`src/rtl/abuf_sched_pkg.sv`:
```
// Shared types and default widths for the activation-buffer read scheduler.
package abuf_sched_pkg;

    localparam int DEF_BUFFER_ADDR_WIDTH = 15;
    localparam int DEF_LEN_WIDTH         = 15;
    localparam int DEF_REP_WIDTH         = 8;

    typedef enum logic [1:0] {
        IDLE = 2'd0,
        RUN  = 2'd1,
        DONE = 2'd2
    } sched_state_t;

endpackage

```
`src/rtl/abuf_addr_gen.sv`:
```
// Tile address generator: holds the latched command, walks idx/rep_cnt and
// forms the wrapped base+idx read address.
module abuf_addr_gen
    import abuf_sched_pkg::*;
#(
    parameter int BUFFER_ADDR_WIDTH = DEF_BUFFER_ADDR_WIDTH,
    parameter int LEN_WIDTH         = DEF_LEN_WIDTH,
    parameter int REP_WIDTH         = DEF_REP_WIDTH
) (
    input  logic                         clk,
    input  logic                         rst_n,
    input  logic                         load,
    input  logic                         advance,
    input  logic [BUFFER_ADDR_WIDTH-1:0] base,
    input  logic [LEN_WIDTH-1:0]         len,
    input  logic [REP_WIDTH-1:0]         rep,
    output logic [BUFFER_ADDR_WIDTH-1:0] addr,
    output logic                         sweep_end,
    output logic                         cmd_end
);

    logic [BUFFER_ADDR_WIDTH-1:0] base_q;
    logic [LEN_WIDTH-1:0]         len_q;
    logic [REP_WIDTH-1:0]         rep_q;
    logic [LEN_WIDTH-1:0]         idx;
    logic [REP_WIDTH-1:0]         rep_cnt;

    // Latch the command on load, then step idx per read and rep_cnt per sweep.
    always_ff @(posedge clk) begin
        if (!rst_n) begin
            base_q  <= '0;
            len_q   <= '0;
            rep_q   <= '0;
            idx     <= '0;
            rep_cnt <= '0;
        end else if (load) begin
            base_q  <= base;
            len_q   <= len;
            rep_q   <= rep;
            idx     <= '0;
            rep_cnt <= '0;
        end else if (advance) begin
            if (sweep_end) begin
                idx     <= '0;
                rep_cnt <= rep_cnt + REP_WIDTH'(1);
            end else begin
                idx <= idx + LEN_WIDTH'(1);
            end
        end
    end

    assign sweep_end = (idx == len_q - LEN_WIDTH'(1));
    assign cmd_end   = sweep_end && (rep_cnt == rep_q - REP_WIDTH'(1));
    assign addr      = base_q + BUFFER_ADDR_WIDTH'(idx);

endmodule

```
`src/rtl/activation_buffer_rd_sched.sv`:
```
// Activation-buffer read sequencer: accepts a tile command and issues one
// read per unpaused cycle, sweeping base..base+len-1 rep times.
module activation_buffer_rd_sched
    import abuf_sched_pkg::*;
#(
    parameter int BUFFER_ADDR_WIDTH = DEF_BUFFER_ADDR_WIDTH,
    parameter int LEN_WIDTH         = DEF_LEN_WIDTH,
    parameter int REP_WIDTH         = DEF_REP_WIDTH
) (
    input  logic                         clk,
    input  logic                         rst_n,
    input  logic                         start_i,
    input  logic [BUFFER_ADDR_WIDTH-1:0] base_addr_i,
    input  logic [LEN_WIDTH-1:0]         len_i,
    input  logic [REP_WIDTH-1:0]         rep_i,
    input  logic                         pause_i,
    output logic                         activation_rd_en_o,
    output logic [BUFFER_ADDR_WIDTH-1:0] buffer_rd_addr_o,
    output logic                         last_o,
    output logic                         busy_o,
    output logic                         done_o
);

    sched_state_t                 state;
    logic                         load;
    logic                         advance;
    logic [BUFFER_ADDR_WIDTH-1:0] gen_addr;
    logic                         sweep_end;
    logic                         cmd_end;

    assign load    = (state == IDLE) && start_i;
    assign advance = (state == RUN) && !pause_i;

    abuf_addr_gen #(
        .BUFFER_ADDR_WIDTH (BUFFER_ADDR_WIDTH),
        .LEN_WIDTH         (LEN_WIDTH),
        .REP_WIDTH         (REP_WIDTH)
    ) u_addr_gen (
        .clk       (clk),
        .rst_n     (rst_n),
        .load      (load),
        .advance   (advance),
        .base      (base_addr_i),
        .len       (len_i),
        .rep       (rep_i),
        .addr      (gen_addr),
        .sweep_end (sweep_end),
        .cmd_end   (cmd_end)
    );

    // Command FSM with registered buffer-facing outputs.
    always_ff @(posedge clk) begin
        if (!rst_n) begin
            state              <= IDLE;
            activation_rd_en_o <= 1'b0;
            buffer_rd_addr_o   <= '0;
            last_o             <= 1'b0;
            busy_o             <= 1'b0;
            done_o             <= 1'b0;
        end else begin
            unique case (state)
                IDLE: begin
                    activation_rd_en_o <= 1'b0;
                    last_o             <= 1'b0;
                    done_o             <= 1'b0;
                    if (start_i) begin
                        busy_o <= 1'b1;
                        if ((len_i == '0) || (rep_i == '0)) begin
                            state <= DONE;
                        end else begin
                            state <= RUN;
                        end
                    end
                end
                RUN: begin
                    done_o <= 1'b0;
                    if (pause_i) begin
                        activation_rd_en_o <= 1'b0;
                        last_o             <= 1'b0;
                    end else begin
                        activation_rd_en_o <= 1'b1;
                        buffer_rd_addr_o   <= gen_addr;
                        last_o             <= cmd_end;
                        if (cmd_end) begin
                            state <= DONE;
                        end
                    end
                end
                DONE: begin
                    activation_rd_en_o <= 1'b0;
                    last_o             <= 1'b0;
                    done_o             <= 1'b1;
                    busy_o             <= 1'b0;
                    state              <= IDLE;
                end
                default: begin
                    state <= IDLE;
                end
            endcase
        end
    end

endmodule

```
`config.mk`:
```
export PLATFORM = sky130hd
export DESIGN_NAME = activation_buffer_rd_sched
export DESIGN_NICKNAME = d
export VERILOG_FILES = /design/src/rtl/abuf_sched_pkg.sv /design/src/rtl/abuf_addr_gen.sv /design/src/rtl/activation_buffer_rd_sched.sv
export SDC_FILE = /design/constraint.sdc
export NUM_CORES = 1
export LEC_CHECK = 0
export CAP_MARGIN = 15
export CORE_UTILIZATION = 56
export CTS_BUF_LIST = sky130_fd_sc_hd__clkbuf_8 sky130_fd_sc_hd__clkbuf_16
export DETAILED_ROUTE_END_ITERATION = 6
export PLACE_DENSITY = 0.81
export SKIP_LAST_GASP = 1
export SLEW_MARGIN = 25
export SYNTH_ARGS = -nofsm -noshare
export SYNTH_HDL_FRONTEND = slang
export SYNTH_HIERARCHICAL = 1
export SYNTH_SLANG_ARGS = --single-unit
```
`constraint.sdc`:
```
create_clock -name clk -period 3.3 [get_ports clk]
set_input_delay 0.66 -clock clk [delete_from_list [all_inputs] [get_ports clk]]
set_output_delay 0.66 -clock clk [all_outputs]
set_load 0.02 [all_outputs]
```
# Word-level counts from Yosys, hierarchy flattened
# Index checks and enable logic that the tools add are counted.
# word_totals
reg_bits,82
latch_bits,0
ramBits,0
mem_bits_ro,0
word_cells,56
mem_count,0
# classes
n_addsub,5
mul,0
n_div,0
order_cmp,0
eq_ne,7
n_shift,0
muxes,13
bitwise,2
reduce_logical,18
# op_table
cell,count
$add 15x1->15 const B,1
$add 15x15->15,1
$eq 15x15->1,1
$logic_not 15->1,1
$mux 15,1
$sub 15x1->15 const B,1
$add 8x1->8 const B,1
$eq 8x8->1,1
$logic_not 8->1,1
$mux 2,4
$pmux 1 s2,4
$sub 8x1->8 const B,1
$ne 2x2->1 const B,3
$reduce_and 2->1,3
$reduce_bool 2->1,3
$reduce_or 2->1,3
$pmux 2 s2,1
$logic_and 1x1->1,3
$mux 1,3
$reduce_and 3->1,1
$eq 2x1->1 const B,1
$eq 2x2->1 const B,1
$logic_not 2->1,1
$not 1->1,2
2 further kinds,2

# Logic depth before layout (Yosys ltp)
# depth
ltp_word,6
ltp_mapped,12
mapped_depth_nobuf,12

# By module
# The synthesis kept the hierarchy.
# by_module_without_submodules
mod,n_inst,cells_per_inst,area_per_inst_um2
abuf_addr_gen,1,418,3821.2
activation_buffer_rd_sched,1,101,920.9

# Worst setup path after synthesis
# No wires, ideal clock.
# synth_timing
path_type,in2reg
startpoint,input pause_i
endpoint,register u_addr_gen.rep_cnt[2]
setup_time_ps,116
t_arrival_ps,2379
required_ps,3184
slack_ps,805
stages,10
path_cell_list,or3b_1 -> buf_6 -> clkinv_4 -> buf_12 -> bufbuf_16 -> nor4b_2 -> and4_4 -> buf_6 -> a21oi_1 -> a31o_2
# synth_via
elab_chain_len,3
# synth_rtl
item,line_no,rtl
start: declaration,activation_buffer_rd_sched.sv:16,"input logic pause_i,"
$logic_not 1->1,activation_buffer_rd_sched.sv:32,assign advance = (state == RUN) && !pause_i;
$logic_and 1x1->1,activation_buffer_rd_sched.sv:32,
via advance,activation_buffer_rd_sched.sv:26,logic advance;
$reduce_and 2->1 (no source line),n/a,
end signal: assignment,abuf_addr_gen.sv:45,rep_cnt <= rep_cnt + REP_WIDTH'(1);
end: declaration,abuf_addr_gen.sv:26,logic [REP_WIDTH-1:0] rep_cnt;
# The timed path passes the listed nets, and every way through them passes these cells.
# A chain may end at the register's enable or synchronous reset.

# Worst setup path in the final report
# layout_timing
startpoint,register u_addr_gen.len_q[0]
endpoint,register state[1]
# layout_via
elab_chain_len,5
# layout_rtl
item,line_no,rtl
start: declaration,abuf_addr_gen.sv:23,logic [LEN_WIDTH-1:0] len_q;
start signal: assignment,abuf_addr_gen.sv:38,len_q <= len;
$sub 15x1->15,abuf_addr_gen.sv:52,assign sweep_end = (idx == len_q - LEN_WIDTH'(1));
$eq 15x15->1,abuf_addr_gen.sv:52,
via sweep_end,activation_buffer_rd_sched.sv:28,logic sweep_end;
$logic_and 1x1->1,abuf_addr_gen.sv:53,assign cmd_end = sweep_end && (rep_cnt == rep_q - REP_WIDTH'(1));
via cmd_end,activation_buffer_rd_sched.sv:29,logic cmd_end;
$ne 2x2->1 (no source line),n/a,
$reduce_and 3->1 (no source line),n/a,
end signal: assignment,activation_buffer_rd_sched.sv:54,state <= IDLE;
end signal: assignment,activation_buffer_rd_sched.sv:69,state <= DONE;
end signal: assignment,activation_buffer_rd_sched.sv:71,state <= RUN;
end: declaration,activation_buffer_rd_sched.sv:24,sched_state_t state;
# The timed path passes the listed nets, and every way through them passes these cells.

==> results.cfg <==
[logic_synthesis]
synth.area.top_cells = dfxtp_1, mux2i_1, xnor2_1
synth_top_cell_by_area = dfxtp_1
synth_top_flop_cell = dfxtp_1
synth_seq_cells = 82
avgSynthCellArea_um2 = 9.14
synth_edf_count = 0
syn_area_mm2 = 0.00474
synthCells = 519
ys_warn_count = 6
synth.most_common_cell = dfxtp_1
yosys-top-cells-count = dfxtp_1, nand2_1, mux2i_1
synth_top_area_frac = 0.346
synthArstFlopShare = 0
syn-num-nets = 580
seq_area_frac_synth = 0.346
ys_types = 68

[sta]
finalHoldViolCount = 0
timing.fmax_ghz = 0.337
period_share = 0.898
max_slew_margin = 0.594
finalSetupViolations = 0
worstMarginPinSlew_ns = 0.593
layout_min_cycle_time_ns = 2.96
setup_tns_ns = 0
grt_setup_unrepaired = false
finClkSkew_ns = 0.00996
final_max_slew_viol_count = 0

[floorplan]
ios = 61
num_rows = 33
coreArea_mm2 = 0.00822
die_x_um = 94.0
start_util = 0.577
fp.dieH_um = 94.0
dieArea_mm2 = 0.00884

[clocking]
htreeDepth = 3
postCtsHoldBufs = 0
cts_tree = built
cts_made_buffers = 9
clockRootBuffer = clkbuf_8
cts_sinks = 82
clkSlewWorstSetupHoldPaths_ns = 0.09
cts_buffer_depth = 2
clock_latency_ns = 0.35

[setup_path]
cp-start-kind = flop
worst_ep_arrival_time_ns = 3.24
cp_num_buf_inv = 1
worst-path-max-fanout = 6
cp-end-kind = flop
crit_required_ns = 3.58
cpLargestDelayFamily = simple AND/OR/NAND/NOR gates
critical-path-slowest-cell = dfxtp_1
slowest_delay_ns = 0.40
path_cells = inv_1, ha_1, nor3b_2, nand4_1, xnor2_1, or3_1, nor3_1, nor4b_2, nor4bb_1, a32oi_1, o21ai_0
crit_type = reg2reg

[routing]
vias_per_cell = 5.61
wl_met3_um = 444
drtIter0Drc = 147
drc = 0
num_vias = 3841
first_pass_iters = 4
post_drt_wl_per_cell_um = 14.8
ant_nets = 0
top_layer_used = met4
met1Wirelength_um = 4740
wl_met2_um = 4850
routed_wl_um = 10100

[pwr]
power.density_mw_per_mm2 = 426
p_sw_frac = 0.255
clkPwrFrac = 0.380
power.switching_w = 0.000612
power_frac_comb = 0.172
vdd_drop_max_mv = 0.276
p_total_w = 0.00240
p_int_w = 0.00179
power_frac_seq = 0.448
leakagePower_nw = 2.23

[global_routing]
grt_max_degree = 58
grt_pass1_wl_um = 17100
grt_pass1_vias = 3729
antenna_found_initial = 0
grt_use_total = 0.243
grt_overflow = 0

[placement]
dp.cells = 669
hpwl_um = 7640
numPortBuffers = 60
gp_congestion = 0.829

[min_path]
hold_class = reg2reg

[outcome]
status = completed

[final_layout]
final_cells = 685
num-nets-final = 636
synthToLayoutAreaGrowth_pct = 18.6
fillerInstances = 658
layout-drive-gt1-share = 0.0845
antennaDiodeCount = 0

[run]
cap_violations = 0
## flip-flops by register name, indices dropped and copies added, names as in the netlist
name / cells
activation_rd_en_o: 1
buffer_rd_addr_o: 15
busy_o: 1
done_o: 1
last_o: 1
state: 2
u_addr_gen/base_q: 15
u_addr_gen/idx: 15
u_addr_gen/len_q: 15
u_addr_gen/rep_cnt: 8
u_addr_gen/rep_q: 8
## layout by cell type (no fill, tap or decap), types with 3 or more instances in the layout
cell / n
dfxtp_1: 82
clkdlybuf4s50_1: 60
nand2_1: 53
mux2i_1: 42
nor2b_1: 41
nor2_1: 36
xnor2_1: 32
xor2_1: 30
ha_1: 18
a21oi_1: 16
inv_1: 15
clkbuf_8: 11
nand4_1: 10
nand3_1: 10
a21boi_2: 9
nor4_1: 8
nor3_1: 8
o21ai_0: 6
a21boi_0: 6
buf_4: 6
and3_1: 6
or3_1: 6
a211oi_1: 5
o21a_1: 4
a31oi_1: 4
bufinv_16: 3
a31o_2: 3
nand2b_1: 3
and4_1: 3
## power by group through the flow
stage | Sequential [W] | Clock, W | Combinational [W]
floorplan | 0.00109 | 0 | 0.000297
global placement | 0.00110 | 0 | 0.000394
detailed placement | 0.00110 | 0 | 0.000408
CTS | 0.00107 | 0.000919 | 0.000411
global route | 0.00108 | 0.000967 | 0.000453
finish | 0.00107 | 0.000910 | 0.000412
## cell type report
type                    count  area [um2]  area share
flip-flops and latches     82        1640       0.292
repair buffers             66         646       0.115
multi-input cells         401        2890       0.514
clock buffers              11         151      0.0269
well taps                 105         131      0.0234
clock inverters             5         101      0.0180
inverters                  15        61.3      0.0109
## routing by layer
metal  vias to the layer above  track usage
met5                         -            0
met4                         0       0.0641
met3                        14       0.0461
met2                        86        0.416
met1                      1820        0.311
li1                       1921            -
## through the flow
step | cell area [um2] | utilization | hold slack, ns | setup WS, ns
finish | 5620 | 0.684 | 0.457 | 0.336
CTS | 5620 | 0.684 | 0.463 | 0.242
floorplan | 4740 | - | 0.455 | 0.805
global placement | 5370 | 0.653 | 0.432 | 0.447
global route | 5620 | 0.684 | 0.481 | 0.0695
detailed placement | 5370 | 0.653 | 0.450 | 0.292
## repair_timing
| item | in CTS | in global routing |
|---|---|---|
| resized for setup | 0 | 1 |
| hold endpoints to repair | 0 | 0 |
| setup buffers | 0 | 0 |
| endpoints found under the setup margin | 0 | 1 |
## cell families (layout without fill, tap and decap cells)
| group | Yosys count | count (layout) | share of synthesized area |
|---|---|---|---|
| and+or+nand+nor | 205 | 205 | 0.235 |
| DFF | 82 | 82 | 0.346 |
| AOI/OAI and AO/OA | 73 | 73 | 0.118 |
| xor gates and xnor gates | 62 | 62 | 0.115 |
| muxes | 42 | 42 | 0.0887 |
| buffers and inverters | 36 | 97 | 0.0456 |
| adders and majority gates | 19 | 19 | 0.0517 |
## worst reg2reg max path, cell delays in order, from the launching register on
cell and delay, ns:
dfxtp_1 0.40, inv_1 0.10, ha_1 0.23, nor3b_2 0.36
nand4_1 0.17, xnor2_1 0.19, or3_1 0.33, nor3_1 0.25
nor4b_2 0.31, nor4bb_1 0.38, a32oi_1 0.09, o21ai_0 0.09
## worst paths after layout
path / startpoint / endpoint / slack [ns] / depth (start not counted)
min: done_o / done_o / 0.46 / 2
min reg2reg: done_o / done_o / 0.46 / 2
max: u_addr_gen/len_q[0] / state[1] / 0.34 / 11
max reg2reg: u_addr_gen/len_q[0] / state[1] / 0.34 / 11
Power figures use the tool's default switching activity.
